`src/rtl/memory_access.sv`:
```
// memory_access: MEM pipeline stage with req/ack data port; `MEM_MISALIGN_TRAP_EN adds the misalignment trap outputs
module memory_access #(
    parameter int XLEN = 32
) (
    input  logic            clk,
    input  logic            rst_n,
    input  logic            valid_e,
    input  logic            rd_write_e,
    input  logic [1:0]      rd_write_src_e,
    input  logic [4:0]      rd_e,
    input  logic [XLEN-1:0] pc_e,
    input  logic [XLEN-1:0] alu_res_e,
    input  logic [XLEN-1:0] store_data_e,
    input  logic [XLEN-1:0] csr_data_e,
    input  logic            mem_read_e,
    input  logic            mem_write_e,
    input  logic [1:0]      mem_size_e,
    input  logic            mem_unsigned_e,
    output logic            stall_m,
    output logic            dmem_req,
    output logic            dmem_we,
    output logic [XLEN-1:0] dmem_addr,
    output logic [3:0]      dmem_be,
    output logic [XLEN-1:0] dmem_wdata,
    input  logic            dmem_ack,
    input  logic [XLEN-1:0] dmem_rdata,
`ifdef MEM_MISALIGN_TRAP_EN
    output logic            misalign_m,
    output logic [XLEN-1:0] misalign_addr_m,
`endif
    output logic            rd_write_m,
    output logic [1:0]      rd_write_src_m,
    output logic [4:0]      rd_m,
    output logic [XLEN-1:0] pc_m,
    output logic [XLEN-1:0] alu_res_m,
    output logic [XLEN-1:0] mem_read_data_m,
    output logic [XLEN-1:0] csr_data_m
);
    typedef enum logic {IDLE, WAIT} state_t;
    typedef struct packed {
        logic            valid;
        logic            rd_write;
        logic [1:0]      rd_write_src;
        logic [4:0]      rd;
        logic [XLEN-1:0] pc;
        logic [XLEN-1:0] alu_res;
        logic [XLEN-1:0] store_data;
        logic [XLEN-1:0] csr_data;
        logic            mem_read;
        logic            mem_write;
        logic [1:0]      mem_size;
        logic            mem_unsigned;
    } stage_t;

    state_t state_q, state_d;
    stage_t stage_q, stage_d;
    logic [1:0] a;
    logic is_byte, is_half, is_word, access, misalign, mem_op;
    logic [7:0] byte_lane;
    logic [15:0] half_lane;
    logic [XLEN-1:0] load_ext;

    assign a       = stage_q.alu_res[1:0];
    assign is_byte = stage_q.mem_size == 2'd0;
    assign is_half = stage_q.mem_size == 2'd1;
    assign is_word = stage_q.mem_size[1];
    assign access  = stage_q.valid & (stage_q.mem_read | stage_q.mem_write);
`ifdef MEM_MISALIGN_TRAP_EN
    assign misalign        = access & ((is_half & a[0]) | (is_word & |a));
    assign misalign_m      = misalign;
    assign misalign_addr_m = misalign ? stage_q.alu_res : '0;
`else
    assign misalign = 1'b0;
`endif
    assign mem_op = access & ~misalign;

    always_comb begin
        stage_d = stall_m ? stage_q : {valid_e, rd_write_e, rd_write_src_e, rd_e, pc_e, alu_res_e,
                                       store_data_e, csr_data_e, mem_read_e, mem_write_e,
                                       mem_size_e, mem_unsigned_e};
    end

    always_ff @(posedge clk or negedge rst_n) begin
        if (!rst_n) stage_q <= '0;
        else        stage_q <= stage_d;
    end

    always_ff @(posedge clk or negedge rst_n) begin
        if (!rst_n) state_q <= IDLE;
        else        state_q <= state_d;
    end

    always_comb begin
        state_d = (state_q == IDLE) ? ((dmem_req && !dmem_ack) ? WAIT : IDLE)
                                    : (dmem_ack ? IDLE : WAIT);
    end

    // Stage registers hold while stalled, so a WAIT request keeps addr/be/wdata stable.
    always_comb begin
        dmem_req   = (state_q == WAIT) | mem_op;
        stall_m    = mem_op & ~dmem_ack;
        dmem_we    = mem_op & stage_q.mem_write;
        dmem_addr  = {stage_q.alu_res[XLEN-1:2], 2'b00};
        dmem_be    = !mem_op             ? 4'b0000 :
                     !stage_q.mem_write  ? 4'b1111 :
                     is_byte             ? 4'b0001 << a :
                     is_half             ? (a[1] ? 4'b1100 : 4'b0011) : 4'b1111;
        dmem_wdata = is_byte ? {4{stage_q.store_data[7:0]}} :
                     is_half ? {2{stage_q.store_data[15:0]}} : stage_q.store_data;
    end

    always_comb begin
        byte_lane       = dmem_rdata[{a, 3'b000} +: 8];
        half_lane       = dmem_rdata[{a[1], 4'b0000} +: 16];
        load_ext        = is_byte ? {{24{~stage_q.mem_unsigned & byte_lane[7]}}, byte_lane} :
                          is_half ? {{16{~stage_q.mem_unsigned & half_lane[15]}}, half_lane} : dmem_rdata;
        mem_read_data_m = (stage_q.valid & stage_q.mem_read) ? load_ext : '0;
        rd_write_m      = stage_q.valid & stage_q.rd_write & ~stall_m & ~misalign;
        rd_write_src_m  = stage_q.rd_write_src;
        rd_m            = stage_q.rd;
        pc_m            = stage_q.pc;
        alu_res_m       = stage_q.alu_res;
        csr_data_m      = stage_q.csr_data;
    end
endmodule

```
`config.mk`:
```
export PLATFORM = sky130hd
export DESIGN_NAME = memory_access
export DESIGN_NICKNAME = d
export VERILOG_FILES = /design/src/rtl/memory_access.sv
export SDC_FILE = /design/constraint.sdc
export NUM_CORES = 1
export LEC_CHECK = 0
export CORE_AREA = 2 2 150 152
export DETAILED_ROUTE_END_ITERATION = 10
export DIE_AREA = 0 0 152 154
export PLACE_DENSITY_LB_ADDON = 0.25
export RECOVER_POWER = 25
export SYNTH_ARGS = -nofsm -noshare
export SYNTH_HDL_FRONTEND = slang
export SYNTH_SLANG_ARGS = --single-unit
```
`constraint.sdc`:
```
create_clock -name clk -period 2.2 [get_ports clk]
set_input_delay 0.55 -clock clk [delete_from_list [all_inputs] [get_ports clk]]
set_output_delay 0.55 -clock clk [all_outputs]
set_load 0.005 [all_outputs]
```
==> flow_metrics.env, run 1 <==
export IMPL_routed_via_count=5736
export IMPL_vdd_ir_drop_max_v=0.000486
export IMPL_overflow=0
export IMPL_syn_avg_cell_area_um2=12.2
export IMPL_place_congestion=0.941
export IMPL_yosys_area_share_simple=0.0373
export IMPL_slowest_delay_ps=440
export IMPL_die_h_um=154
export IMPL_status="finished, violations left"
export IMPL_clock_latency_ps=420
export IMPL_startpoint_type="flop"
export IMPL_grt_max_degree=59
export IMPL_period_minus_slack_ps=2720
export IMPL_totalWireLength_mm=23.4
export IMPL_drt_vias_per_instance=4.67
export IMPL_clock_fmax_mhz=367
export IMPL_drtIter0Drc=273
export IMPL_antenna_found_initial=1
export IMPL_critical_path_arrival_ps=2170
export IMPL_p_per_area_nw_per_um2=723
export IMPL_synthXorXnorAreaFrac=0
export IMPL_rsz0062_at_grt="true"
export IMPL_yosys_area_top_type="dfrtp_1"
export IMPL_ios=384
export IMPL_path_cells="or2b_1 -> buf_6 -> a21o_4 -> a222oi_1 -> nor2_1 -> buf_2"
export IMPL_rrSetupSlack_ps=320
export IMPL_synthAdderAreaFrac=0
export IMPL_final_setup_viol_count=42
export IMPL_yosysMostFrequentCell="mux2_2"
export IMPL_io_buffers=381
export IMPL_drt_pass1_iterations=5
export IMPL_postCtsHoldBufs=0
export IMPL_skew_ps=9.59
export IMPL_max_cap_violations=0
export IMPL_fp_dieArea_um2=23400
export IMPL_cts_sinks=143
export IMPL_fin_ws_ps=-522
export IMPL_core_um2=21700
export IMPL_hold_ws_ps=250
export IMPL_ys_types=39
export IMPL_async_reset_ff_frac=1.00
export IMPL_critical_path_class="flop to primary output"
export IMPL_power_mw=8.61
export IMPL_synth_common_cells="mux2_2, buf_4, dfrtp_1"
export IMPL_grt_use_total=0.199
export IMPL_cp_required_ps=1650
export IMPL_synth_edff_count=0
export IMPL_tightest_slew_ps=931
export IMPL_hold_viol=0
export IMPL_synthTopCellsByArea="dfrtp_1, mux2_2, buf_4, buf_6, nand2_1"
export IMPL_synth_mux_area_frac=0.255
export IMPL_path_clk_slew_ps=70
export IMPL_cp_top_family="compound AO/OA/AOI/OAI gates"
export IMPL_synth_compound_area_frac=0.0629
export IMPL_grt_first_pass_wirelength_mm=35.8
export IMPL_violations="setup timing"
export IMPL_cts_buffer_depth=2
export IMPL_cts_buffers_inserted=17
export IMPL_grt_pass1_vias=6188
export IMPL_crit_slowest_cell="dfrtp_2"
export IMPL_start_util=0.351
export IMPL_synth_top_family_by_area="multiplexers"
export IMPL_syn_inst=626
export IMPL_ys_seq_elements=143
export IMPL_yosysWarnings=0
export IMPL_drv_slew=0
export IMPL_max_slew_margin_rel=0.379
export IMPL_final_layout_size_suffix_gt1_frac=0.401
export IMPL_end_kind="primary output"
export IMPL_clockRootBuffer="clkbuf_16"
export IMPL_num_rows=54
export IMPL_ant_nets=0
export IMPL_route_detailed_drc=0
export IMPL_syn_to_final_growth_pct=56.3
export IMPL_die_w_um=152
export IMPL_syn_area_um2=7620
export IMPL_fin_nets=1111
export IMPL_hp_class="input port to async pin"
export IMPL_crit_path_max_fanout=6
export IMPL_cellLeakagePower_nw=5.04
export IMPL_ys_flop_type="dfrtp_1"
export IMPL_fin_crit_sh=1.24
export IMPL_cts_tree="done"
export IMPL_yosysTopAreaCellShare=0.470
export IMPL_wl_per_cell_um=19.0
export IMPL_path_buf_inv=2
export IMPL_htreeDepth=4
export IMPL_seq_area_frac_synth=0.470
export IMPL_hpwl_mm=17.3
==> sequential cells by signal (all words and copies together) (netlist names) <==
signal,flops
rd_m,5
state_q,1
rd_write_src_m,2
pc_m,32
stage_q,38
alu_res_m,32
csr_data_m,32
is_word,1
==> kinds of logic (layout without fill, tap and decap cells) <==
kind of cell           count (synthesis)  count (layout)
AO/OA/AOI/OAI                         68              68
AND/OR/NAND/NOR                       64              64
other                                  1               3
flip-flops                           143             143
multiplexers                         171             171
buffers and inverters                179             499
==> worst paths after layout <==
check | startpoint | to | cells after the start
max | stage_q[1]$_DFFE_PN0N_ | mem_read_data_m[4] | 6
min | rst_n | csr_data_m[4]$_DFFE_PN0N_ | 1
max reg2reg | stage_q[141]$_DFFE_PN0N_ | pc_m[24]$_DFFE_PN0N_ | 6
min reg2reg | pc_m[4]$_DFFE_PN0N_ | pc_m[4]$_DFFE_PN0N_ | 1
max in group asynchronous | rst_n | alu_res_m[0]$_DFFE_PN0N_ | 2
min in group clk | pc_m[4]$_DFFE_PN0N_ | pc_m[4]$_DFFE_PN0N_ | 1
==> cell usage in the layout, fill, tap and decap left out, types with 5 or more instances in the layout <==
cell type	synthesis	final
a21oi_2	11	25
a222oi_1	6	6
a22o_1	6	6
a22oi_1	6	6
buf_12	0	11
buf_2	12	43
buf_4	145	45
buf_6	13	37
clkbuf_16	0	17
clkdlybuf4s50_1	0	312
dfrtp_1	143	139
dlygate4sd2_1	0	8
inv_6	0	6
inv_8	0	5
mux2_1	9	9
mux2_2	152	144
mux2_4	0	8
mux2i_1	8	7
nand2_1	36	32
nor2_1	11	10
o21ai_0	14	8
==> metal layers <==
| layer | track usage | vias to the layer above | share of wire |
|---|---|---|---|
| li1 | - | 2626 | - |
| met1 | 0.214 | 2811 | 0.37 |
| met2 | 0.346 | 259 | 0.51 |
| met3 | 0.0806 | 40 | 0.087 |
| met4 | 0.0832 | 0 | 0.028 |
| met5 | 0 | - | 0 |
==> where the power goes <==
group	switching [mW]	internal, mW	leakage (nW)	total [mW]
logic	0.935	1.63	3.08	2.56
clock network	1.32	1.63	0.296	2.95
registers	0.187	2.91	1.66	3.10
==> repair_timing <==
item	4_1_cts	5_1_grt
setup endpoints to repair	63	55
resized for setup	328	43
hold endpoints to repair	0	0
pin swaps	13	6
cloned	2	0
buffers inserted	27	6
==> through the flow <==
stage	worst slack [ps]	utilization	cells	cell area [um2]	TNS (ps)
6_report	-522	0.549	1228	11900	-13160
5_1_grt	-533	0.549	1228	11900	-16370
4_1_cts	-559	0.548	1228	11900	-16360
3_5_place_dp	-869	0.508	1171	11000	-46670
3_3_place_gp	-848	0.508	1171	11000	-49540
2_1_floorplan	148	-	627	7620	0
==> final cells by class <==
type | count | area [um2]
diodes | 1 | 2.50
clock buffers | 17 | 425
clock inverters | 15 | 169
fillers | 1886 | 9790
inverters | 2 | 8.76
multi-input cells | 305 | 2910
flip-flops and latches | 143 | 3580
well taps | 280 | 350
repair buffers | 465 | 4460
Power figures use the tool's default switching activity.
==> inputs of run 2 (changes only) <==
Settings changed: CTS_BUF_LIST set to sky130_fd_sc_hd__clkbuf_8.
==> run 2 against run 1 <==
Effect of this change:
- the flow still finishes with violations (setup timing)
- power shrank 8.2%
- cell area shrank 0.29%
- hold slack gained 250 ps
==> flow_metrics.env, run 2 (same netlist as run 1, synthesis figures left out) <==
export IMPL_final_setup_viol_count=47
export IMPL_largest_register_ffs=38
export IMPL_drt_pass1_iterations=5
export IMPL_path_cells="or2b_1 -> buf_6 -> a21o_4 -> a222oi_1 -> nor2_1 -> buf_2"
export IMPL_cts_tree="done"
export IMPL_stdcell_area_um2=11900
export IMPL_cts_sinks=143
export IMPL_largest_register="stage_q"
export IMPL_num_rows=54
export IMPL_grt_max_degree=59
export IMPL_critical_path_class="flop to primary output"
export IMPL_status="finished, violations left"
export IMPL_startpoint_type="flop"
export IMPL_tns_ps=-15090
export IMPL_cts_buffer_depth=2
export IMPL_route_detailed_drc=0
export IMPL_cp_required_ps=1650
export IMPL_met1_usage=0.210
export IMPL_period_minus_slack_ps=2710
export IMPL_violations="setup timing"
export IMPL_final_common_cell="clkdlybuf4s50_1"
export IMPL_hold_viol=0
export IMPL_wl_per_cell_um=18.8
export IMPL_hpwl_mm=17.3
export IMPL_clock_latency_ps=450
export IMPL_crit_slowest_cell="dfrtp_2"
export IMPL_hold_ws_ps=503
export IMPL_clockRootBuffer="clkbuf_8"
export IMPL_crit_path_max_fanout=6
export IMPL_drv_slew=0
export IMPL_critical_path_arrival_ps=2160
export IMPL_clock_fmax_mhz=368
export IMPL_placed_area_um2=11000
export IMPL_p_per_area_nw_per_um2=666
export IMPL_routed_via_count=5776
export IMPL_ant_nets=0
export IMPL_final_layout_size_suffix_gt1_frac=0.406
export IMPL_tightest_slew_ps=950
export IMPL_overflow=0
export IMPL_place_ws_ps=-869
export IMPL_cellLeakagePower_nw=5.04
export IMPL_die_h_um=154
export IMPL_io_buffers=381
export IMPL_skew_ps=16.7
export IMPL_fin_nets=1121
export IMPL_rsz0062_at_grt="true"
export IMPL_htreeDepth=4
export IMPL_core_um2=21700
export IMPL_antenna_found_initial=1
export IMPL_start_util=0.351
export IMPL_drt_vias_per_instance=4.67
export IMPL_grt_most_used_layer="met2"
export IMPL_layout_common_cells="clkdlybuf4s50_1, mux2_2, dfrtp_1, buf_4, buf_2"
export IMPL_place_congestion=0.941
export IMPL_use_met2=0.343
export IMPL_die_w_um=152
export IMPL_drtIter0Drc=260
export IMPL_totalWireLength_mm=23.3
export IMPL_path_clk_slew_ps=100
export IMPL_slowest_delay_ps=440
export IMPL_vdd_ir_drop_max_v=0.000355
export IMPL_power_mw=7.90
export IMPL_hp_class="flop to flop"
export IMPL_cts_buffers_inserted=17
export IMPL_grt_use_total=0.196
export IMPL_max_cap_violations=0
export IMPL_end_kind="primary output"
export IMPL_use_met3=0.0823
export IMPL_fp_dieArea_um2=23400
export IMPL_grt_pass1_vias=6185
export IMPL_fin_crit_sh=1.23
export IMPL_max_slew_margin_rel=0.367
export IMPL_syn_to_final_growth_pct=55.8
export IMPL_fin_ws_ps=-515
export IMPL_ios=384
export IMPL_grt_first_pass_wirelength_mm=35.5
run 2: changes by cell type in the layout (fill, tap and decap cells not counted), sizes merged:
cell / change
buf: +11
clkdlybuf4s50: -2
dlygate4sd2: -2
dlygate4sd3: +1
dlymetal6s2s: +2
run 2: final cells by class:
type                    instances  area, um2
repair buffers                475       4600
fillers                      1877       9820
diodes                          1       2.50
well taps                     280        350
inverters                       2       8.76
flip-flops and latches        143       3580
multi-input cells             305       2920
clock inverters                15        169
clock buffers                  17        234
run 2: worst paths after layout:
check	from	end	slack, ps	cells after the start
min in group asynchronous	rst_n	csr_data_m[4]$_DFFE_PN0N_	770	2
setup / recovery	alu_res_m[0]$_DFFE_PN0N_	mem_read_data_m[4]	-510	6
max in group asynchronous	rst_n	stage_q[67]$_DFFE_PN0N_	210	3
setup reg to reg	stage_q[141]$_DFFE_PN0N_	pc_m[24]$_DFFE_PN0N_	160	7
hold / removal	pc_m[4]$_DFFE_PN0N_	pc_m[4]$_DFFE_PN0N_	500	1
hold reg to reg	pc_m[4]$_DFFE_PN0N_	pc_m[4]$_DFFE_PN0N_	500	1
run 2: through the flow:
stage | instances | utilization
after floorplan | 627 | -
after global placement | 1171 | 0.508
after detailed placement | 1171 | 0.508
after CTS | 1233 | 0.542
after global routing | 1238 | 0.547
final | 1238 | 0.547
run 2: repair_timing:
item,CTS,global route
buffers inserted,30,13
pin swaps,15,6
resized for setup,336,54
endpoints found under the hold margin,36,0
gates cloned,2,0
endpoints found under the setup margin,64,62
hold buffers,1,0
run 2: worst max-delay path: cells and delay by family (launching register included):
kind	cells	cell delay, ps
AND/OR/NAND/NOR	2	460
flip-flops	1	440
AO/OA/AOI/OAI	2	540
buffers and inverters	2	300
run 2: per-layer routing:
metal  vias to the layer above  wire length (um)
met1                      2823              8450
met3                        35              2240
li1                       2654                 -
met2                       264             12000
met4                         0               643
met5                         -                 0
run 2: where the power goes:
group          total, mW  leakage, nW  switching, mW  internal [mW]
clock network       2.18        0.209           1.22          0.964
logic               2.63         3.17          0.951           1.68
registers           3.09         1.66          0.182           2.91
